<file path="src/rtl/pipe_ctrl_pkg.sv">
// pipe_ctrl_pkg
//   Shared encodings for the 5-stage MIPS pipeline controller: opcode and
//   function-field constants, ALU operation codes, forwarding select codes,
//   the per-stage control structs, and the forwarding priority helper.
//   No ports; imported by the decoder and the controller top.
package pipe_ctrl_pkg;

  // Primary opcodes (instruction bits [31:26])
  localparam logic [5:0] OPC_RTYPE = 6'b000000;
  localparam logic [5:0] OPC_ADDI  = 6'b001000;
  localparam logic [5:0] OPC_SLTI  = 6'b001010;
  localparam logic [5:0] OPC_LW    = 6'b100011;
  localparam logic [5:0] OPC_SW    = 6'b101011;
  localparam logic [5:0] OPC_BEQ   = 6'b000100;
  localparam logic [5:0] OPC_J     = 6'b000010;
  localparam logic [5:0] OPC_JAL   = 6'b000011;

  // R-type function codes (instruction bits [5:0])
  localparam logic [5:0] FUNC_ADD = 6'b100000;
  localparam logic [5:0] FUNC_SUB = 6'b100010;
  localparam logic [5:0] FUNC_AND = 6'b100100;
  localparam logic [5:0] FUNC_OR  = 6'b100101;
  localparam logic [5:0] FUNC_SLT = 6'b101010;
  localparam logic [5:0] FUNC_JR  = 6'b001000;

  typedef enum logic [2:0] {
    ALU_ADD = 3'b000,
    ALU_SUB = 3'b001,
    ALU_AND = 3'b010,
    ALU_OR  = 3'b011,
    ALU_SLT = 3'b100
  } alu_op_t;

  typedef enum logic [1:0] {
    FWD_REGFILE = 2'b00,
    FWD_WB      = 2'b01,
    FWD_EXMEM   = 2'b10
  } fwd_sel_t;

  // Controls consumed in EX
  typedef struct packed {
    logic    reg_dst;
    logic    alu_src;
    alu_op_t alu_op;
    logic    sel_write;
    logic    jmp;
    logic    jor_jr;
  } ex_ctrl_t;

  // Controls consumed in MEM
  typedef struct packed {
    logic branch;
    logic mem_read;
    logic mem_write;
  } mem_ctrl_t;

  // Controls consumed in WB
  typedef struct packed {
    logic reg_write;
    logic mem_to_reg;
    logic write_src;
  } wb_ctrl_t;

  // Full decoded control word, as held in ID/EX
  typedef struct packed {
    ex_ctrl_t  ex;
    mem_ctrl_t mem;
    wb_ctrl_t  wb;
  } ctrl_t;

  // EX/MEM only needs what is still ahead of it
  typedef struct packed {
    mem_ctrl_t mem;
    wb_ctrl_t  wb;
  } exmem_ctrl_t;

  // The younger producer (EX/MEM) wins over the older one (MEM/WB);
  // register 0 is never forwarded because it always reads as zero.
  function automatic fwd_sel_t fwd_select(
    input logic       exmem_wr,
    input logic [4:0] exmem_rd,
    input logic       memwb_wr,
    input logic [4:0] memwb_rd,
    input logic [4:0] src
  );
    fwd_sel_t sel;
    sel = FWD_REGFILE;
    if (exmem_wr && (exmem_rd != 5'd0) && (exmem_rd == src)) begin
      sel = FWD_EXMEM;
    end else if (memwb_wr && (memwb_rd != 5'd0) && (memwb_rd == src)) begin
      sel = FWD_WB;
    end
    return sel;
  endfunction

endpackage

</file>
<file path="src/rtl/pipe_ctrl_if.sv">
// pipe_ctrl_if
//   Bundle of every signal between the pipeline datapath and its controller.
//   Taps from the datapath: Opc/Func (IF/ID instruction fields), zero (EX/MEM
//   ALU flag) and the pipeline register numbers used for hazard and
//   forwarding decisions. Controls to the datapath: EX-stage selects, MEM
//   stage enables, WB-stage selects, forwarding selects and hazard controls.
//   modport master : datapath side (drives taps, receives controls)
//   modport slave  : controller side (receives taps, drives controls)
interface pipe_ctrl_if;

  // Datapath taps
  logic [5:0] Opc;
  logic [5:0] Func;
  logic       zero;
  logic [4:0] IF_ID_Rs;
  logic [4:0] IF_ID_Rt;
  logic [4:0] ID_EX_Rs;
  logic [4:0] ID_EX_Rt;
  logic [4:0] EX_MEM_Rd;
  logic [4:0] MEM_WB_Rd;

  // EX-stage controls
  logic       RegDst;
  logic       ALUSrc;
  logic       SelWrite;
  logic       Jmp;
  logic       JorJr;
  logic [2:0] ALUOp;
  logic [1:0] selA;
  logic [1:0] selB;

  // MEM-stage controls
  logic       PCSrc;
  logic       MemRead;
  logic       MemWrite;

  // WB-stage controls
  logic       RegWrite;
  logic       MemToReg;
  logic       WriteSrc;

  // Hazard controls
  logic       PCWrite;
  logic       IF_ID_Write;
  logic       Bubble;

  modport master (
    output Opc, Func, zero,
    output IF_ID_Rs, IF_ID_Rt, ID_EX_Rs, ID_EX_Rt, EX_MEM_Rd, MEM_WB_Rd,
    input  RegDst, ALUSrc, SelWrite, Jmp, JorJr, ALUOp, selA, selB,
    input  PCSrc, MemRead, MemWrite,
    input  RegWrite, MemToReg, WriteSrc,
    input  PCWrite, IF_ID_Write, Bubble
  );

  modport slave (
    input  Opc, Func, zero,
    input  IF_ID_Rs, IF_ID_Rt, ID_EX_Rs, ID_EX_Rt, EX_MEM_Rd, MEM_WB_Rd,
    output RegDst, ALUSrc, SelWrite, Jmp, JorJr, ALUOp, selA, selB,
    output PCSrc, MemRead, MemWrite,
    output RegWrite, MemToReg, WriteSrc,
    output PCWrite, IF_ID_Write, Bubble
  );

endinterface

</file>
<file path="src/rtl/pipe_decoder.sv">
// pipe_decoder
//   Purely combinational instruction decoder for the ID stage.
//   Ports:
//     opc  in  6  instruction bits [31:26]
//     func in  6  instruction bits [5:0], only meaningful for R-type
//     ctrl out    full control word (ctrl_t); all-zero for any instruction
//                 not in the supported set, which makes it a NOP
module pipe_decoder
  import pipe_ctrl_pkg::*;
(
  input  logic [5:0] opc,
  input  logic [5:0] func,
  output ctrl_t      ctrl
);

  always_comb begin
    ctrl = '0;
    case (opc)
      OPC_RTYPE: begin
        case (func)
          FUNC_ADD: begin
            ctrl.ex.reg_dst   = 1'b1;
            ctrl.wb.reg_write = 1'b1;
            ctrl.ex.alu_op    = ALU_ADD;
          end
          FUNC_SUB: begin
            ctrl.ex.reg_dst   = 1'b1;
            ctrl.wb.reg_write = 1'b1;
            ctrl.ex.alu_op    = ALU_SUB;
          end
          FUNC_AND: begin
            ctrl.ex.reg_dst   = 1'b1;
            ctrl.wb.reg_write = 1'b1;
            ctrl.ex.alu_op    = ALU_AND;
          end
          FUNC_OR: begin
            ctrl.ex.reg_dst   = 1'b1;
            ctrl.wb.reg_write = 1'b1;
            ctrl.ex.alu_op    = ALU_OR;
          end
          FUNC_SLT: begin
            ctrl.ex.reg_dst   = 1'b1;
            ctrl.wb.reg_write = 1'b1;
            ctrl.ex.alu_op    = ALU_SLT;
          end
          // jr is R-type but redirects instead of writing a register
          FUNC_JR: begin
            ctrl.ex.jmp    = 1'b1;
            ctrl.ex.jor_jr = 1'b1;
          end
          default: ;
        endcase
      end
      OPC_ADDI: begin
        ctrl.ex.alu_src   = 1'b1;
        ctrl.wb.reg_write = 1'b1;
        ctrl.ex.alu_op    = ALU_ADD;
      end
      OPC_SLTI: begin
        ctrl.ex.alu_src   = 1'b1;
        ctrl.wb.reg_write = 1'b1;
        ctrl.ex.alu_op    = ALU_SLT;
      end
      OPC_LW: begin
        ctrl.ex.alu_src    = 1'b1;
        ctrl.mem.mem_read  = 1'b1;
        ctrl.wb.mem_to_reg = 1'b1;
        ctrl.wb.reg_write  = 1'b1;
      end
      OPC_SW: begin
        ctrl.ex.alu_src    = 1'b1;
        ctrl.mem.mem_write = 1'b1;
      end
      // Comparison is done as a subtract; the MEM stage checks zero
      OPC_BEQ: begin
        ctrl.mem.branch = 1'b1;
        ctrl.ex.alu_op  = ALU_SUB;
      end
      OPC_J: begin
        ctrl.ex.jmp = 1'b1;
      end
      // jal writes the return address into r31 via SelWrite/WriteSrc
      OPC_JAL: begin
        ctrl.ex.jmp       = 1'b1;
        ctrl.ex.sel_write = 1'b1;
        ctrl.wb.write_src = 1'b1;
        ctrl.wb.reg_write = 1'b1;
      end
      default: ;
    endcase
  end

endmodule

</file>
<file path="src/rtl/pipe_ctrl.sv">
// pipe_ctrl
//   Sequencing controller for the 5-stage MIPS pipeline. Decodes the ID
//   instruction, carries its control through ID/EX, EX/MEM and MEM/WB
//   control registers, and resolves load-use stalls, operand forwarding and
//   control-flow squash (jump in EX, taken branch in MEM).
//   Ports:
//     clk  in  rising-edge clock
//     rst  in  synchronous active-high reset; clears all in-flight control
//     bus  pipe_ctrl_if.slave  datapath taps in, datapath controls out
module pipe_ctrl
  import pipe_ctrl_pkg::*;
(
  input  logic       clk,
  input  logic       rst,
  pipe_ctrl_if.slave bus
);

  ctrl_t       dec_ctrl;
  ctrl_t       id_ctrl;
  ctrl_t       idex_d,    idex_q;
  exmem_ctrl_t exmem_d,   exmem_q;
  wb_ctrl_t    memwb_d,   memwb_q;
  logic        kill_id_d, kill_id_q;

  logic pc_src;
  logic jmp_out;
  logic redirect;
  logic load_use;
  logic stall;

  pipe_decoder u_decoder (
    .opc  (bus.Opc),
    .func (bus.Func),
    .ctrl (dec_ctrl)
  );

  // Hazard and redirect resolution. A taken branch in MEM is older than a
  // jump in EX, so the jump is masked whenever the branch fires (the
  // datapath PC mux gives Jmp priority). kill_id turns the instruction that
  // was fetched during the redirect cycle into a NOP; the load-use check is
  // suppressed both on redirect and while that killed instruction sits in
  // ID, since neither of those instructions will ever execute.
  always_comb begin
    pc_src   = exmem_q.mem.branch & bus.zero;
    jmp_out  = idex_q.ex.jmp & ~pc_src;
    redirect = jmp_out | pc_src;

    load_use = idex_q.mem.mem_read && (bus.ID_EX_Rt != 5'd0) &&
               ((bus.ID_EX_Rt == bus.IF_ID_Rs) || (bus.ID_EX_Rt == bus.IF_ID_Rt));
    stall    = load_use & ~redirect & ~kill_id_q;

    id_ctrl  = kill_id_q ? '0 : dec_ctrl;
  end

  // Next values of the stage control registers. A stall or a redirect puts
  // a bubble into ID/EX; only a taken branch also has a wrong-path
  // instruction sitting in EX that must be dropped before EX/MEM.
  always_comb begin
    idex_d = id_ctrl;
    if (redirect || stall) begin
      idex_d = '0;
    end

    exmem_d.mem = idex_q.mem;
    exmem_d.wb  = idex_q.wb;
    if (pc_src) begin
      exmem_d = '0;
    end

    memwb_d   = exmem_q.wb;
    kill_id_d = redirect;
  end

  // Stage control registers
  always_ff @(posedge clk) begin
    if (rst) begin
      idex_q    <= '0;
      exmem_q   <= '0;
      memwb_q   <= '0;
      kill_id_q <= 1'b0;
    end else begin
      idex_q    <= idex_d;
      exmem_q   <= exmem_d;
      memwb_q   <= memwb_d;
      kill_id_q <= kill_id_d;
    end
  end

  // Forwarding selects for the two ALU operands currently in EX
  always_comb begin
    bus.selA = fwd_select(exmem_q.wb.reg_write, bus.EX_MEM_Rd,
                          memwb_q.reg_write, bus.MEM_WB_Rd, bus.ID_EX_Rs);
    bus.selB = fwd_select(exmem_q.wb.reg_write, bus.EX_MEM_Rd,
                          memwb_q.reg_write, bus.MEM_WB_Rd, bus.ID_EX_Rt);
  end

  // Each control is presented in the stage that consumes it
  always_comb begin
    bus.RegDst      = idex_q.ex.reg_dst;
    bus.ALUSrc      = idex_q.ex.alu_src;
    bus.ALUOp       = idex_q.ex.alu_op;
    bus.SelWrite    = idex_q.ex.sel_write;
    bus.JorJr       = idex_q.ex.jor_jr;
    bus.Jmp         = jmp_out;

    bus.PCSrc       = pc_src;
    bus.MemRead     = exmem_q.mem.mem_read;
    bus.MemWrite    = exmem_q.mem.mem_write;

    bus.RegWrite    = memwb_q.reg_write;
    bus.MemToReg    = memwb_q.mem_to_reg;
    bus.WriteSrc    = memwb_q.write_src;

    bus.PCWrite     = ~stall;
    bus.IF_ID_Write = ~stall;
    bus.Bubble      = stall;
  end

endmodule

</file>
<file path="src/flat_wrapper.sv">
// flat-port wrapper written by rule: the top's interface ports become plain ports
module pipe_ctrl_flat import pipe_ctrl_pkg::*;
  (clk, rst, bus_Opc, bus_Func, bus_zero, bus_IF_ID_Rs, bus_IF_ID_Rt, bus_ID_EX_Rs, bus_ID_EX_Rt, bus_EX_MEM_Rd, bus_MEM_WB_Rd, bus_RegDst, bus_ALUSrc, bus_SelWrite, bus_Jmp, bus_JorJr, bus_ALUOp, bus_selA, bus_selB, bus_PCSrc, bus_MemRead, bus_MemWrite, bus_RegWrite, bus_MemToReg, bus_WriteSrc, bus_PCWrite, bus_IF_ID_Write, bus_Bubble);
  pipe_ctrl_if bus_i ();
  input  logic clk;
  input  logic rst;
  input wire logic [$bits(bus_i.Opc)-1:0] bus_Opc;
  input wire logic [$bits(bus_i.Func)-1:0] bus_Func;
  input wire logic [$bits(bus_i.zero)-1:0] bus_zero;
  input wire logic [$bits(bus_i.IF_ID_Rs)-1:0] bus_IF_ID_Rs;
  input wire logic [$bits(bus_i.IF_ID_Rt)-1:0] bus_IF_ID_Rt;
  input wire logic [$bits(bus_i.ID_EX_Rs)-1:0] bus_ID_EX_Rs;
  input wire logic [$bits(bus_i.ID_EX_Rt)-1:0] bus_ID_EX_Rt;
  input wire logic [$bits(bus_i.EX_MEM_Rd)-1:0] bus_EX_MEM_Rd;
  input wire logic [$bits(bus_i.MEM_WB_Rd)-1:0] bus_MEM_WB_Rd;
  output wire logic [$bits(bus_i.RegDst)-1:0] bus_RegDst;
  output wire logic [$bits(bus_i.ALUSrc)-1:0] bus_ALUSrc;
  output wire logic [$bits(bus_i.SelWrite)-1:0] bus_SelWrite;
  output wire logic [$bits(bus_i.Jmp)-1:0] bus_Jmp;
  output wire logic [$bits(bus_i.JorJr)-1:0] bus_JorJr;
  output wire logic [$bits(bus_i.ALUOp)-1:0] bus_ALUOp;
  output wire logic [$bits(bus_i.selA)-1:0] bus_selA;
  output wire logic [$bits(bus_i.selB)-1:0] bus_selB;
  output wire logic [$bits(bus_i.PCSrc)-1:0] bus_PCSrc;
  output wire logic [$bits(bus_i.MemRead)-1:0] bus_MemRead;
  output wire logic [$bits(bus_i.MemWrite)-1:0] bus_MemWrite;
  output wire logic [$bits(bus_i.RegWrite)-1:0] bus_RegWrite;
  output wire logic [$bits(bus_i.MemToReg)-1:0] bus_MemToReg;
  output wire logic [$bits(bus_i.WriteSrc)-1:0] bus_WriteSrc;
  output wire logic [$bits(bus_i.PCWrite)-1:0] bus_PCWrite;
  output wire logic [$bits(bus_i.IF_ID_Write)-1:0] bus_IF_ID_Write;
  output wire logic [$bits(bus_i.Bubble)-1:0] bus_Bubble;
  assign bus_i.Opc = bus_Opc;
  assign bus_i.Func = bus_Func;
  assign bus_i.zero = bus_zero;
  assign bus_i.IF_ID_Rs = bus_IF_ID_Rs;
  assign bus_i.IF_ID_Rt = bus_IF_ID_Rt;
  assign bus_i.ID_EX_Rs = bus_ID_EX_Rs;
  assign bus_i.ID_EX_Rt = bus_ID_EX_Rt;
  assign bus_i.EX_MEM_Rd = bus_EX_MEM_Rd;
  assign bus_i.MEM_WB_Rd = bus_MEM_WB_Rd;
  assign bus_RegDst = bus_i.RegDst;
  assign bus_ALUSrc = bus_i.ALUSrc;
  assign bus_SelWrite = bus_i.SelWrite;
  assign bus_Jmp = bus_i.Jmp;
  assign bus_JorJr = bus_i.JorJr;
  assign bus_ALUOp = bus_i.ALUOp;
  assign bus_selA = bus_i.selA;
  assign bus_selB = bus_i.selB;
  assign bus_PCSrc = bus_i.PCSrc;
  assign bus_MemRead = bus_i.MemRead;
  assign bus_MemWrite = bus_i.MemWrite;
  assign bus_RegWrite = bus_i.RegWrite;
  assign bus_MemToReg = bus_i.MemToReg;
  assign bus_WriteSrc = bus_i.WriteSrc;
  assign bus_PCWrite = bus_i.PCWrite;
  assign bus_IF_ID_Write = bus_i.IF_ID_Write;
  assign bus_Bubble = bus_i.Bubble;
  pipe_ctrl u_core (.clk(clk), .rst(rst), .bus(bus_i));
endmodule
</file>
<file path="config.mk">
export PLATFORM = sky130hd
export DESIGN_NAME = pipe_ctrl_flat
export DESIGN_NICKNAME = d
export VERILOG_FILES = /design/src/rtl/pipe_ctrl_pkg.sv /design/src/rtl/pipe_ctrl_if.sv /design/src/rtl/pipe_decoder.sv /design/src/rtl/pipe_ctrl.sv /design/src/flat_wrapper.sv
export SDC_FILE = /design/constraint.sdc
export NUM_CORES = 1
export LEC_CHECK = 0
export ABC_AREA = 1
export CAP_MARGIN = 5
export CORE_ASPECT_RATIO = 1.25
export CORE_MARGIN = 8
export CORE_UTILIZATION = 45
export CTS_BUF_LIST = sky130_fd_sc_hd__clkbuf_4 sky130_fd_sc_hd__clkbuf_8
export DETAILED_ROUTE_END_ITERATION = 10
export GPL_ROUTABILITY_DRIVEN = 0
export PLACE_DENSITY = 0.87
export SETUP_SLACK_MARGIN = 0.15
export SLEW_MARGIN = 20
export SYNTH_ARGS = -nofsm -noshare
export SYNTH_HDL_FRONTEND = slang
export SYNTH_HIERARCHICAL = 1
export SYNTH_SLANG_ARGS = --single-unit
</file>
<file path="constraint.sdc">
create_clock -name clk -period 1.4 [get_ports clk]
set_clock_uncertainty 0.1 [all_clocks]
set_input_delay 0.28 -clock clk [delete_from_list [all_inputs] [get_ports clk]]
set_output_delay 0.28 -clock clk [all_outputs]
set_load 0.01 [all_outputs]
</file>
==> impl_metrics.env <==
export IMPL_clock_latency_ps=260
export IMPL_avgRoutedWirePerCell_um=12.59
export IMPL_die_height_um=83.04
export IMPL_num_rows=24
export IMPL_final_nets=370
export IMPL_async_reset_ff_frac=0
export IMPL_power_frac_comb=0.265
export IMPL_synth_seq_cells=24
export IMPL_p_sw_uw=394.0
export IMPL_ctsRootBufferMaster="clkbuf_8"
export IMPL_cp_required_ps=1020
export IMPL_cp_max_fo=4
export IMPL_die_w_um=69.63
export IMPL_powerDensity_nw_per_um2=594.2
export IMPL_min_path_type="flip-flop to flip-flop"
export IMPL_syn_area_sq_um=1618
export IMPL_worstSetupPathType="flip-flop to output pin"
export IMPL_setup_violations=29
export IMPL_drt_initial_drc_count=55
export IMPL_numClockSinks=24
export IMPL_grt_pass1_vias=1674
export IMPL_drt_drc_violations_left=0
export IMPL_p_int_mw=1.142
export IMPL_ir_drop_mv=0.4944
export IMPL_netlist_top_cell_by_area="dfxtp_1"
export IMPL_via_per_inst=4.755
export IMPL_fin_crit_sh=1.140
export IMPL_min_from="u_core/idex_q[1]"
export IMPL_ant_nets=0
export IMPL_synth_seq_area_share=0.2970
export IMPL_clk_pin_slew_ps=70
export IMPL_final_util=0.7486
export IMPL_seq_power_share=0.448
export IMPL_endpoint_kind="output pin"
export IMPL_fin_ws_ps=-196.1
export IMPL_startpoint="u_core/exmem_q[5]"
export IMPL_max_slew_worst_pin_slew_ps=258.1
export IMPL_timing_rr_start="u_core/exmem_q[5]"
export IMPL_switching_share=0.2565
export IMPL_cts_tree="built"
export IMPL_drive_gt1_frac=0.3364
export IMPL_yosys_top_cells_area="dfxtp_1 (30%), inv_1 (12%), nor2_1 (9.7%)"
export IMPL_grt_usage=0.1403
export IMPL_p_leak_nw=1.261
export IMPL_yosys_warnings=6
export IMPL_dp_hpwl_mm=3.455
export IMPL_synth_edf_count=0
export IMPL_status="finished with violations"
export IMPL_syn_avg_cell_area_sq_um=6.630
export IMPL_cts_buffers=3
export IMPL_min_period_ps=1596
export IMPL_relSlewSlack=0.8274
export IMPL_grt_pass1_wl_mm=6.886
export IMPL_slew_violations=0
export IMPL_syn_nets=289
export IMPL_area_growth_pct=59.78
export IMPL_p_clk_frac=0.287
export IMPL_dominantRegCellSynth="dfxtp_1"
export IMPL_grt_max_degree=14
export IMPL_fmax_mhz=626.5
export IMPL_antenna_found_initial=0
export IMPL_dieArea_sq_um=5782
export IMPL_pre_cts_slack_ps=-1082
export IMPL_yosys_cell_types_count=22
export IMPL_cp_arrival_ps=1220
export IMPL_diodes=0
export IMPL_overflow=0
export IMPL_synth_top_area_share=0.2970
export IMPL_htree_levels=1
export IMPL_drv_cap=0
export IMPL_via_count=1726
export IMPL_core_sq_um=3453
export IMPL_io_buffers=65
export IMPL_firstDrtPassIters=4
export IMPL_netlist_top_cells_count="inv_1 (51), nor2_1 (42), nand2_1 (39)"
export IMPL_start_util=0.4685
export IMPL_rsz0062_at_grt="true"
export IMPL_synth_most_common_cell="inv_1"
export IMPL_syn_inst=244
export IMPL_start_kind="flip-flop"
export IMPL_cts_buffer_depth=2
export IMPL_io_pins=66
export IMPL_fill_cells=267
export IMPL_routed_wl_mm=4.570
export IMPL_violations="negative setup slack"
export IMPL_hold_violations=0
metrics by stage:
step                      cell area [sq um]  hold WS, ps  instances  TNS, ps  power (mW)
after global placement                 2369        294.8        350   -17320       1.067
after detailed placement               2369        300.6        350   -18530       1.078
final                                  2585        309.5        363    -3242       1.536
after CTS                              2417        305.9        358    -1654       1.517
after floorplan                        1699        251.2        244        0      0.8999
after global routing                   2585        324.8        363    -4989       1.620
layout by cell type, fill, tap and decap left out, types with 4 or more instances in the layout:
cell,instances
nand2_1,37
nor2_2,12
nor2_1,32
dlygate4sd2_1,15
xnor2_2,6
buf_4,20
clkbuf_8,4
nor2_4,13
inv_1,50
nand4_1,7
dfxtp_1,22
xnor2_1,8
buf_6,16
nand3_1,10
xor2_1,7
clkdlybuf4s15_1,8
buf_2,13
clkdlybuf4s50_1,13
power groups by stage:
stage	Clock (mW)	Combinational (mW)	Sequential [mW]
detailed placement	0	0.374	0.704
CTS	0.456	0.374	0.687
global placement	0	0.364	0.703
global route	0.491	0.441	0.688
finish	0.441	0.407	0.688
floorplan	0	0.196	0.704
per-layer routing:
metal	track usage	vias to the layer above	routed length, um
met5	0	-	0
met4	0.05311	0	77
met3	0.02857	7	273
met2	0.2807	62	2497
met1	0.1331	785	1722
li1	-	872	-
registers in the layout, indices dropped and copies added (netlist names):
signal / count
u_core/bus.RegDst: 1
u_core/bus.MemToReg: 1
u_core/idex_q: 7
u_core/bus.WriteSrc: 1
u_core/kill_id_q: 1
u_core/bus.ALUOp: 3
u_core/bus.SelWrite: 1
u_core/bus.ALUSrc: 1
u_core/exmem_q: 4
u_core/bus.MemWrite: 1
u_core/bus.MemRead: 1
u_core/bus.RegWrite: 1
u_core/bus.JorJr: 1
cell type report:
cell class,count,area (sq um),share of cell area
multi-input cells,155,1047,0.4051
repair buffers,88,752.0,0.2909
flip-flops and latches,24,483.0,0.1868
inverters,53,198.9,0.07696
clock buffers,4,55.05,0.02130
well taps,39,48.80,0.01888
critical path: stages, from the launching register on:
cell and delay (ps):
dfxtp_1 300, nand2_1 60, inv_2 60, nor2_4 90
nand2_2 60, a21oi_2 150, nand2_4 90, inv_2 60
buf_6 90
cells by family after synthesis:
kind of cell	count (synthesis)	synth area share
buffers and inverters	66	0.1926
flip-flops	24	0.2970
XOR/XNOR	22	0.1191
AND/OR/NAND/NOR	126	0.3705
AO/OA/AOI/OAI	6	0.02088
what timing repair did:
item | 4_1_cts | 5_1_grt
gates resized for setup | 163 | 44
gates cloned | 1 | 0
endpoints found under the setup margin | 41 | 32
pin swaps | 37 | 13
setup buffers | 3 | 5
hold buffers | 0 | 0
final timing paths:
check / to / slack [ps] / cells after the start
max: bus_Bubble / -200 / 8
min: u_core/exmem_q[1] / 310 / 2
max reg2reg: u_core/bus.ALUOp[2] / -170 / 9
min reg2reg: u_core/exmem_q[1] / 310 / 2
No activity file was read; power rests on OpenSTA's default activity.
==> patch, RTL diff (same flow settings) <==
Reset style: asynchronous (`rst`), changed in one clocked block. Comments in the files are not updated.
--- a/src/rtl/pipe_ctrl.sv
+++ b/src/rtl/pipe_ctrl.sv
@@ -72,7 +72,7 @@
   end
 
   // Stage control registers
-  always_ff @(posedge clk) begin
+  always_ff @(posedge clk or posedge rst) begin
     if (rst) begin
       idex_q    <= '0;
       exmem_q   <= '0;
Check against the original RTL: differs if rst is asserted again (counterexample within 4 cycles, from zero or initial values and one cycle with rst high); with rst held inactive, the same outputs for 10 cycles.
==> patch against the original RTL <==
- the run still ends with setup timing left
- sequential cell count unchanged
- sequential power increased by 2%
- wire length increased by 9.6%
- total power increased by 11%
- die area increased by 1.8%
- count of clock-buffer cells in the layout decreased by 1
- sequential share of layout area increased by 4.7 points
- fmax decreased by 9.4%
- area after synthesis increased by 2.2%
- final area decreased by 0.73%
- non-clock buffer count increased by 11
- worst setup slack got worse by 170 ps
- global-route usage increased by 2.3 points
==> patch: results <==
[yosys]
synth_mux_area_share_pct = 0
yosys_most_used_dff = dfrtp_1
syn_nets = 280
yosys_warnings = 6
synthArstFlopShare_pct = 100
ys_top_cells_by_area = dfrtp_1, nand2_1, nor2_1, inv_1, xnor2_1
ys_top_cells_by_count = nand2_1, nor2_1, inv_1
synth_xor_area_share_pct = 11.6
ys_seq_area_share_pct = 36.3
synth_fa_ha_area_share_pct = 0
synth.distinct_cells = 25
synth_compound_gate_area_share_pct = 2.04

[global_routing]
antenna_found_initial = 0
grt_pass1_wl_mm = 8.07
first_global_vias = 1868
grt_max_degree = 25
grt_usage_pct = 16.3

[critical_path]
crit_fanout = 2
cp.arrival_ps = 1830

[status]
status = complete, but fails checks
violations = setup timing

[place]
dp_hpwl_mm = 3.73
portBuffers = 65
preCtsSetupSlack_ps = -1050

[clock_network]
clkTransAtPathRegs_ps = 90
root_buffer = clkbuf_8
cts_buffers = 3
htree_levels = 1
cts_buffer_depth = 2
worstSkewPairLatency_ps = 270

[power]
p_leak_nw = 1.41
ir_drop_mv = 0.698

[finish]
antennaDiodeCount = 0
nNetsFinal = 374
largest-register = u_core/idex_q
drive_above_1_share_pct = 35.7
largest_register_ffs = 7

[hold_path]
worstHoldPathType = in2async

[timing]
fin_tns_setup_ps = -2460
timing.final.ws_setup_ps = -362
setup-violations-final = 24
relSlewSlack_pct = 80.9

[route]
dr.pass1.iters = 4
routed_wl_mm = 5.01
drt-initial-drc-count = 61
vias = 1814
patch: cell types whose count changed after synthesis, moves of 2 or more:
cell     delta
buf_4       -2
buf_6       -2
dfrtp_1    +24
dfxtp_1    -24
inv_1      -16
nand2_1    +15
nor2_2      -7
patch: power by group:
group | internal, mW | switching, mW | leakage, nW
Clock | 0.382 | 0.217 | 0.0357
Sequential | 0.702 | 0.00349 | 0.333
Combinational | 0.200 | 0.196 | 1.04
Total | 1.28 | 0.417 | 1.41
patch: kinds of logic after synthesis:
kind of cell    count (synthesis)
xor+xnor                       22
simple gates                  133
flops                          24
compound gates                  6
buf+inv                        50
patch: per-stage QoR:
stage	instances	cell area [um2]	utilization, %
final	367	2570	73.0
after CTS	364	2550	72.6
after global routing	367	2570	73.0
after floorplan	235	1730	-
after global placement	350	2470	70.4
after detailed placement	350	2470	70.4
patch: path summary, 6_finish.rpt:
kind	startpoint	end	slack (ps)	depth (start not counted)
worst min register to register	u_core/exmem_q[0]	u_core/bus.WriteSrc	260	0
worst min-delay path	rst	u_core/bus.MemRead	250	3
max in group asynchronous	rst	u_core/idex_q[1]	720	3
worst max-delay path	u_core/exmem_q[5]	u_core/kill_id_q	-360	11
worst max register to register	u_core/exmem_q[5]	u_core/kill_id_q	-360	11
min in group clk	u_core/exmem_q[0]	u_core/bus.WriteSrc	260	0
patch: final cells by class:
class                      count  area (um2)
clock buffer                   3        41.3
clock inverter                 1        30.0
fill                         282         947
inverter                      39         150
multi-input combinational    162         947
sequential                    24         601
tap                           39        48.8
timing repair buffer          99         748
patch: timing repair:
action                                  4_1_cts  5_1_grt
buffers inserted                              9        3
resized for setup                           167       24
endpoints found under the setup margin       35       32
cloned                                        1        0
pin swaps                                    27        4
patch: metal layers:
layer	part of all wire, %	global-route usage, %	up-vias	routed length, um
li1	-	-	883	-
met4	4.5	7.14	0	224
met2	52	30.8	80	2620
met5	0	0	-	0
met3	4.4	3.10	22	219
met1	39	16.5	829	1940
patch: critical path, stage by stage (launching register included):
cell and delay [ps]:
dfrtp_1 390, nand2_2 90, nand2_2 70, buf_4 140, buf_6 100, buf_6 100
buf_6 100, buf_6 100, buf_4 120, buf_4 120, buf_4 120, buf_4 120
